$ cat src/rtl/shunt_clk_sched_pkg.sv
// rtl/shunt_clk_sched_pkg.sv - shared types and helpers for the mission clock scheduler
package shunt_clk_sched_pkg;

    localparam int SCHED_NUM_CLOCKS = 4;
    localparam int SCHED_DATA_W     = 9;
    localparam int SCHED_ID_W       = $clog2(SCHED_NUM_CLOCKS);

    typedef enum logic [1:0] {
        IDLE,
        PUT,
        STRETCH
    } sched_state_t;

    typedef struct packed {
        logic [SCHED_ID_W-1:0]   id;
        logic [SCHED_DATA_W-1:0] data;
    } put_req_t;

    // Index of the lowest set bit; 0 for an empty mask.
    function automatic int lowest_set(input logic [31:0] mask);
        int idx;
        idx = 0;
        for (int i = 31; i >= 0; i--) begin
            if (mask[i]) begin
                idx = i;
            end
        end
        return idx;
    endfunction

endpackage

$ cat src/rtl/shunt_clk_edge_det.sv
// rtl/shunt_clk_edge_det.sv - mission clock rising-edge detector with hold
// While sampling is disabled the previous level is held, so edges during a freeze surface once sampling resumes.
module shunt_clk_edge_det #(
    parameter int NUM_CLOCKS = 4
) (
    input  logic                  clk_i,
    input  logic                  rst_ni,
    input  logic                  sample_en,
    input  logic [NUM_CLOCKS-1:0] mclk,
    output logic [NUM_CLOCKS-1:0] rise
);

    logic [NUM_CLOCKS-1:0] mclk_d;

    always_ff @(posedge clk_i or negedge rst_ni) begin
        if (!rst_ni) begin
            mclk_d <= '0;
        end else if (sample_en) begin
            mclk_d <= mclk;
        end
    end

    assign rise = sample_en ? (mclk & ~mclk_d) : '0;

endmodule

$ cat src/rtl/shunt_clk_sched.sv
// rtl/shunt_clk_sched.sv - freezes mission clocks on an edge and sequences one put per arrived clock
// Puts go out lowest index first; a watchdog drops a slot that is never accepted.
module shunt_clk_sched
    import shunt_clk_sched_pkg::*;
#(
    parameter int NUM_CLOCKS     = SCHED_NUM_CLOCKS,
    parameter int DATA_W         = SCHED_DATA_W,
    parameter int FREEZE_STRETCH = 2,
    parameter int WDOG_CYC       = 1000,
    parameter int ID_W           = $clog2(NUM_CLOCKS)
) (
    input  logic                         clk_i,
    input  logic                         rst_ni,
    input  logic [NUM_CLOCKS-1:0]        mclk_i,
    input  logic [NUM_CLOCKS*DATA_W-1:0] slot_data_i,
    output logic [NUM_CLOCKS-1:0]        freeze_clk_o,
    output logic                         put_valid_o,
    output logic [ID_W-1:0]              put_id_o,
    output logic [DATA_W-1:0]            put_data_o,
    input  logic                         put_ready_i,
    output logic                         busy_o,
    output logic                         err_o,
    output logic [15:0]                  round_cnt_o
);

    localparam int SW = (FREEZE_STRETCH > 0) ? $clog2(FREEZE_STRETCH + 1) : 1;
    localparam int WW = $clog2(WDOG_CYC + 1);

    sched_state_t          state_q, state_d;
    logic [NUM_CLOCKS-1:0] pending_q, pending_d;
    logic [DATA_W-1:0]     cap_q [NUM_CLOCKS];
    logic [SW-1:0]         stretch_q, stretch_d;
    logic [WW-1:0]         wdog_q, wdog_d;
    logic                  err_q, set_err;
    logic [15:0]           round_q;
    logic                  round_inc;
    logic [NUM_CLOCKS-1:0] rise;
    logic [NUM_CLOCKS-1:0] cur_mask;
    logic                  slot_done;
    put_req_t              cur;

    shunt_clk_edge_det #(
        .NUM_CLOCKS(NUM_CLOCKS)
    ) u_edge_det (
        .clk_i    (clk_i),
        .rst_ni   (rst_ni),
        .sample_en(state_q == IDLE),
        .mclk     (mclk_i),
        .rise     (rise)
    );

    always_comb begin
        cur.id   = ID_W'(lowest_set(32'(pending_q)));
        cur.data = cap_q[cur.id];
        cur_mask = NUM_CLOCKS'(1) << cur.id;
    end

    assign put_valid_o  = (state_q == PUT);
    assign put_id_o     = put_valid_o ? cur.id : '0;
    assign put_data_o   = put_valid_o ? cur.data : '0;
    assign freeze_clk_o = {NUM_CLOCKS{state_q != IDLE}};
    assign busy_o       = (state_q != IDLE);
    assign err_o        = err_q;
    assign round_cnt_o  = round_q;

    always_ff @(posedge clk_i or negedge rst_ni) begin
        if (!rst_ni) begin
            state_q   <= IDLE;
            pending_q <= '0;
            stretch_q <= '0;
            wdog_q    <= '0;
            err_q     <= 1'b0;
            round_q   <= '0;
        end else begin
            state_q   <= state_d;
            pending_q <= pending_d;
            stretch_q <= stretch_d;
            wdog_q    <= wdog_d;
            if (set_err) begin
                err_q <= 1'b1;
            end
            if (round_inc) begin
                round_q <= round_q + 16'd1;
            end
        end
    end

    // rise is only non-zero in IDLE, so captures never disturb a round in flight.
    always_ff @(posedge clk_i or negedge rst_ni) begin
        if (!rst_ni) begin
            for (int k = 0; k < NUM_CLOCKS; k++) begin
                cap_q[k] <= '0;
            end
        end else begin
            for (int k = 0; k < NUM_CLOCKS; k++) begin
                if (rise[k]) begin
                    cap_q[k] <= slot_data_i[k*DATA_W +: DATA_W];
                end
            end
        end
    end

    always_comb begin
        state_d   = state_q;
        pending_d = pending_q;
        stretch_d = stretch_q;
        wdog_d    = wdog_q;
        set_err   = 1'b0;
        round_inc = 1'b0;
        slot_done = 1'b0;
        case (state_q)
            IDLE: begin
                if (|rise) begin
                    pending_d = rise;
                    wdog_d    = '0;
                    state_d   = PUT;
                end
            end
            PUT: begin
                slot_done = put_ready_i || (wdog_q == WW'(WDOG_CYC - 1));
                if (slot_done) begin
                    set_err   = !put_ready_i;
                    pending_d = pending_q & ~cur_mask;
                    wdog_d    = '0;
                    if (pending_d == '0) begin
                        if (FREEZE_STRETCH == 0) begin
                            state_d   = IDLE;
                            round_inc = 1'b1;
                        end else begin
                            state_d   = STRETCH;
                            stretch_d = SW'(FREEZE_STRETCH);
                        end
                    end
                end else begin
                    wdog_d = wdog_q + WW'(1);
                end
            end
            STRETCH: begin
                // Freeze stays up for exactly FREEZE_STRETCH cycles after the last put.
                if (stretch_q <= SW'(1)) begin
                    state_d   = IDLE;
                    round_inc = 1'b1;
                end else begin
                    stretch_d = stretch_q - SW'(1);
                end
            end
            default: begin
                state_d = IDLE;
            end
        endcase
    end

endmodule
$ cat config.mk
export PLATFORM = sky130hd
export DESIGN_NAME = shunt_clk_sched
export DESIGN_NICKNAME = d
export VERILOG_FILES = /design/src/rtl/shunt_clk_sched_pkg.sv /design/src/rtl/shunt_clk_edge_det.sv /design/src/rtl/shunt_clk_sched.sv
export SDC_FILE = /design/constraint.sdc
export NUM_CORES = 1
export LEC_CHECK = 0
export ABC_CLOCK_PERIOD_IN_PS = 2230
export CELL_PAD_IN_SITES_DETAIL_PLACEMENT = 1
export CELL_PAD_IN_SITES_GLOBAL_PLACEMENT = 2
export CORE_UTILIZATION = 33
export CTS_CLUSTER_DIAMETER = 200
export DETAILED_ROUTE_END_ITERATION = 12
export GPL_TIMING_DRIVEN = 1
export HOLD_SLACK_MARGIN = 0.15
export PLACE_DENSITY = 0.75
export SYNTH_ARGS = -nofsm -noshare
export SYNTH_HDL_FRONTEND = slang
export SYNTH_HIERARCHICAL = 1
export SYNTH_SLANG_ARGS = --single-unit
$ cat constraint.sdc
create_clock -name clk_i -period 2.23 [get_ports clk_i]
set_input_delay 0.223 -clock clk_i [delete_from_list [all_inputs] [get_ports clk_i]]
set_output_delay 0.223 -clock clk_i [all_outputs]
set_load 0.005 [all_outputs]
======== After elaboration in Yosys (flattened, before gate mapping) ========
Cells that the tools add are included.
cells by class
  add/subtract/negate cells ............... 3
  magnitude comparators ................... 2
  equality and inequality tests ........... 8
  shift operators ......................... 1
  mux-type cells .......................... 27
  bitwise logic cells ..................... 5
  reductions and logical operators ........ 12
operators with widths
  kind                   count
  $mux 9                 3
  $mux 10                2
  $mux 2                 10
  $pmux 10 s2            1
  $bmux 9 s2             1
  $add 16x1->16 const B  1
  $mux 4                 3
  $add 10x1->10 const B  1
  $eq 10x10->1 const B   1
  $and 4x4->4            2
  $not 4->4              2
  $pmux 4 s2             1
  $reduce_and 4->1       2
  $ne 2x2->1 const B     3
  $pmux 2 s3             1
  $reduce_bool 2->1      3
  $logic_not 4->1        1
  $mux 1                 4
  $ne 2x1->1 const B     2
  $pmux 2 s2             1
  $reduce_or 4->1        1
  $shl 1x2->4 const A    1
  $ge 3x3->1 const B     1
  $not 2->3              1
  other kinds (9)        9
storage, ports and cells
  register bits after elaboration ......... 75
  logic and storage cells ................. 69

======== Logic depth before layout (Yosys ltp) ========
  depth in word-level cells ............... 11
  mapped depth ............................ 8

======== Hierarchy ========
The synthesis kept the hierarchy.
by module, submodules not included
  module              instances  cells an instance  area each (sq um)
  shunt_clk_sched     1          286                3377.0
  shunt_clk_edge_det  1          13                 211.5

======== Worst setup path after synthesis ========
OpenSTA, ideal clock, no wires.
  path type ............................... register -> register
  start point ............................. register state_q[1]
  end point ............................... register wdog_q[6]
  arrival time ............................ 1.828 ns
  required time ........................... 2.120 ns
  setup slack ............................. 0.292 ns
  cell stages (with the launch flop) ...... 9
  path buffers ............................ 2
  clock period less this slack ............ 1.938 ns
  cell sequence ........................... dfrtp_1 > nor2_1 > buf_6 > and3b_2 > or4_1 > o21bai_4 > buf_4 > o21ai_0 > o41ai_1
on the way
  cells in the longest elaborated chain, start to end .. 5
  elaborated cells on any way between the ends .. 8
  classes of those cells .................. eq/ne (2); mux (2); reduce/logical (4)
RTL lines
  element                            line                      source
  from (decl)                        shunt_clk_sched.sv:29     sched_state_t state_q, state_d;
  from (signal assigned)             shunt_clk_sched.sv:75     state_q <= state_d;
  $logic_not 2->1                    shunt_clk_sched.sv:47     .sample_en(state_q == IDLE),
  $mux 4                             shunt_clk_edge_det.sv:23  assign rise = sample_en ? (mclk & ~mclk_d) : '0;
  net rise[2]                        shunt_clk_sched.sv:37     logic [NUM_CLOCKS-1:0] rise;
  $reduce_or 4->1                    shunt_clk_sched.sv:113    if (|rise) begin
  $ne 2x2->1 (no source line)        --
  $reduce_and 2->1 (no source line)  --
  to (signal assigned)               shunt_clk_sched.sv:78     wdog_q <= wdog_d;
  to (decl)                          shunt_clk_sched.sv:33     logic [WW-1:0] wdog_q, wdog_d;
The timed path passes the listed nets, and every way through them passes these cells.
A chain may end at the register's enable or synchronous reset.

======== Worst setup path in the final report ========
  start point ............................. register pending_q[3]
  end point ............................... output put_data_o[8]
on the way
  cells in the longest elaborated chain, start to end .. 9
RTL lines
  element                                     line                       source
  from (decl)                                 shunt_clk_sched.sv:30      logic [NUM_CLOCKS-1:0] pending_q, pending_d;
  from (signal assigned)                      shunt_clk_sched.sv:76      pending_q <= pending_d;
  $mux 2 (4 in series)                        shunt_clk_sched_pkg.sv:24  if (mask[i]) begin
  $not 2->3 (implied by the code)             shunt_clk_sched.sv:54      cur.data = cap_q[cur.id];
  $bmux 9 s2                                  shunt_clk_sched.sv:54
  $mux 9 (implied by the code) (2 in series)  shunt_clk_sched.sv:54
  $mux 9                                      shunt_clk_sched.sv:60      assign put_data_o = put_valid_o ? cur.data : '0;
  to (decl)                                   shunt_clk_sched.sv:19      output logic [DATA_W-1:0] put_data_o,
Every way passes these cells. The select of a mux whose other input is x is not followed.

==> impl_metrics.py <==
metrics = {
    "synthesis": {
        "synth_edf_count": 0,
        "ys.flop_type": "dfrtp_1",
        "ys_seq_elements": 75,
        "synth_area_leaders": "dfrtp_1 (52%), mux2_2 (14%), nor2_1 (2.8%)",
        "yosysSeqAreaShare_pct": 52.30,
        "synth_cells": 299,
        "synth_nets": 345,
        "ys_warn_count": 6,
        "synth_largest_area_cell": "dfrtp_1",
        "synth_top_area_share_pct": 52.30,
        "synth.most_common_cell": "dfrtp_1",
        "synth_common_cells": "dfrtp_1 (75), mux2_2 (46), nor2_1 (27)",
        "synthArstFlopShare_pct": 100.0,
        "synth_area_um2": 3588,
        "yosys.cell_types.count": 44,
        "avgSynthCellArea_um2": 12.00,
    },
    "placement": {
        "io_buffers": 76,
        "pre_cts_ws_ns": -0.07613,
        "dpl.hpwl_um": 6655,
        "gp_congestion": 0.7552,
    },
    "timing": {
        "period_share_pct": 113.7,
        "rsz0062_at_grt": "yes",
        "finalCriticalPeriod_ns": 2.536,
        "timing.hold.ws_ns": 0.3365,
        "setup-violations-final": 9,
        "final_hold_viol_count": 0,
        "clock_skew_ns": 0.009821,
        "finalWorstSetupSlack_ns": -0.3064,
        "tightest_slew_ns": 0.4352,
        "max_clock_freq_ghz": 0.3943,
        "slew_viol_final": 0,
        "slew_headroom_pct": 70.99,
    },
    "final_layout": {
        "drive_gt1_share_pct": 30.12,
        "filler_cell_count": 1116,
        "antennaDiodeCount": 0,
        "layout.nets": 446,
        "area_delta_synth_final_pct": 37.31,
        "multi_input_area_um2": 1622,
        "regArea_um2": 1877,
    },
    "grt": {
        "grt_pass1_wl_um": 15600,
        "grt_max_degree": 47,
        "gr-usage-all-layers_pct": 18.23,
        "grt_overflow": 0,
        "grt_pass1_vias": 2810,
        "antenna_found_initial": 0,
    },
    "setup_path": {
        "critical_path.startpoint_type": "flop",
        "required_ns": 2.01,
        "crit_family": "compound AO/OA/AOI/OAI gates",
        "cp_slowest_cell": "dfrtp_1",
        "crit_path_max_fanout": 3,
        "crit_chain": "and2b_2 > o21ai_4 > clkbuf_16 > buf_6 > mux2_4 > a222oi_1 > nor2_1 > buf_2",
        "worstPathArrival_ns": 2.31,
        "crit_path_end_kind": "output port",
        "crit_type": "reg -> out",
        "path_buf_inv": 3,
        "slowest_delay_ns": 0.38,
    },
    "cts": {
        "cts_root_buf": "clkbuf_8",
        "ctsLongestPathBuffers": 2,
        "path_clk_slew_ns": 0.08,
        "worstSkewPairLatency_ns": 0.36,
        "cts_num_sinks": 75,
        "cts_buffers": 9,
        "htreeDepth": 3,
        "cts_tree": "yes",
    },
    "status": {
        "violations": "setup timing",
        "run_status": "finished with violations",
    },
    "routing": {
        "first_pass_iters": 7,
        "first_iter_violations": 91,
        "ant_nets": 0,
        "wl_per_cell_um": 17.46,
        "route.vias.total": 2712,
        "drc": 0,
        "drt_wl_total_um": 9446,
        "via_per_inst": 5.013,
    },
    "power_and_ir_drop": {
        "ir_drop_uv": 482.8,
        "power_density_nw_per_um2": 1239,
        "power.leakage_uw": 0.002190,
    },
    "run": {
        "cap_violations": 0,
    },
    "worst_hold_path": {
        "hold_path.class": "in -> async",
    },
    "die": {
        "std_cell_rows": 37,
        "start_util_pct": 34.45,
        "die_x_um": 106.3,
        "io_pins": 77,
        "coreArea_um2": 10420,
        "die_h_um": 106.3,
        "die_area_um2": 11300,
    },
}
## report_power, final
| group | switching [uW] | total (uW) | internal [uW] |
|---|---|---|---|
| Sequential | 373 | 2200 | 1830 |
| Clock | 557 | 1110 | 557 |
| Combinational | 1100 | 2790 | 1690 |
| Total | 2030 | 6110 | 4080 |
## placed cells by master, fill, tap and decap left out, types with 10 or more instances in the layout
master,Yosys,routed
buf_4,7,21
mux2_4,4,12
xnor2_1,10,10
nor2_1,27,26
mux2_2,46,38
clkdlybuf4s50_1,0,65
o21ai_0,15,15
dfrtp_1,75,75
clkbuf_8,0,10
nand2_1,12,12
## cell type report
cell class / count / share of cell area [%]
Clock buffer: 10 / 2.793
Clock inverter: 6 / 1.447
Inverter: 9 / 0.6856
Multi-Input combinational cell: 198 / 32.91
Sequential cell: 75 / 38.09
Tap cell: 136 / 3.454
Timing Repair Buffer: 107 / 20.62
## cell families after synthesis
family | after synthesis | synth area share [%]
buf+inv | 26 | 3.661
flops | 75 | 52.30
mux | 51 | 16.39
simple gates | 84 | 12.90
xor+xnor | 16 | 3.905
compound gates | 43 | 9.519
fa+ha+maj | 4 | 1.325
## per-layer routing
layer	GRT usage, %	wire length [um]	share of wire [%]
met3	4.660	503	5.3
met1	22.94	3994	42
met4	7.242	177	1.9
met5	0	0	0
met2	29.82	4770	50
## per-stage QoR
stage / power, uW / TNS, ns / std cells / utilization, % / instance area [um2]
after floorplan: 3674 / 0 / 299 / - / 3588
after global placement: 4607 / -0.02823 / 511 / 43.89 / 4572
after detailed placement: 4650 / -0.1854 / 511 / 43.89 / 4572
after CTS: 6099 / -2.600 / 538 / 47.08 / 4903
after global routing: 6514 / -3.489 / 541 / 47.30 / 4927
final: 6105 / -2.370 / 541 / 47.30 / 4927
## flip-flops by register name (all words and copies together) (netlist names)
| name | flops |
|---|---|
| cap_q | 36 |
| err_o | 1 |
| pending_q | 4 |
| round_cnt_o | 16 |
| state_q | 2 |
| stretch_q | 2 |
| u_edge_det/mclk_d | 4 |
| wdog_q | 10 |
## path summary, 6_finish.rpt
path	from	to	slack, ns	cells past startpoint
max in group asynchronous	rst_ni	cap_q[23]	1.31	3
min in group clk_i	err_o	err_o	0.46	1
min	rst_ni	wdog_q[4]	0.34	2
min reg2reg	err_o	err_o	0.46	1
max reg2reg	state_q[0]	wdog_q[6]	0.16	8
max	pending_q[3]	put_data_o[8]	-0.31	8
## timing repair
| action | 4_1_cts | 5_1_grt |
|---|---|---|
| gates cloned | 1 | 0 |
| buffers inserted | 9 | 3 |
| hold buffers | 1 | 0 |
| hold endpoints to repair | 29 | 0 |
| setup endpoints to repair | 11 | 11 |
| pin swaps | 17 | 6 |
| gates resized for setup | 52 | 6 |
Note: power is estimated with default switching activity, not from simulation.
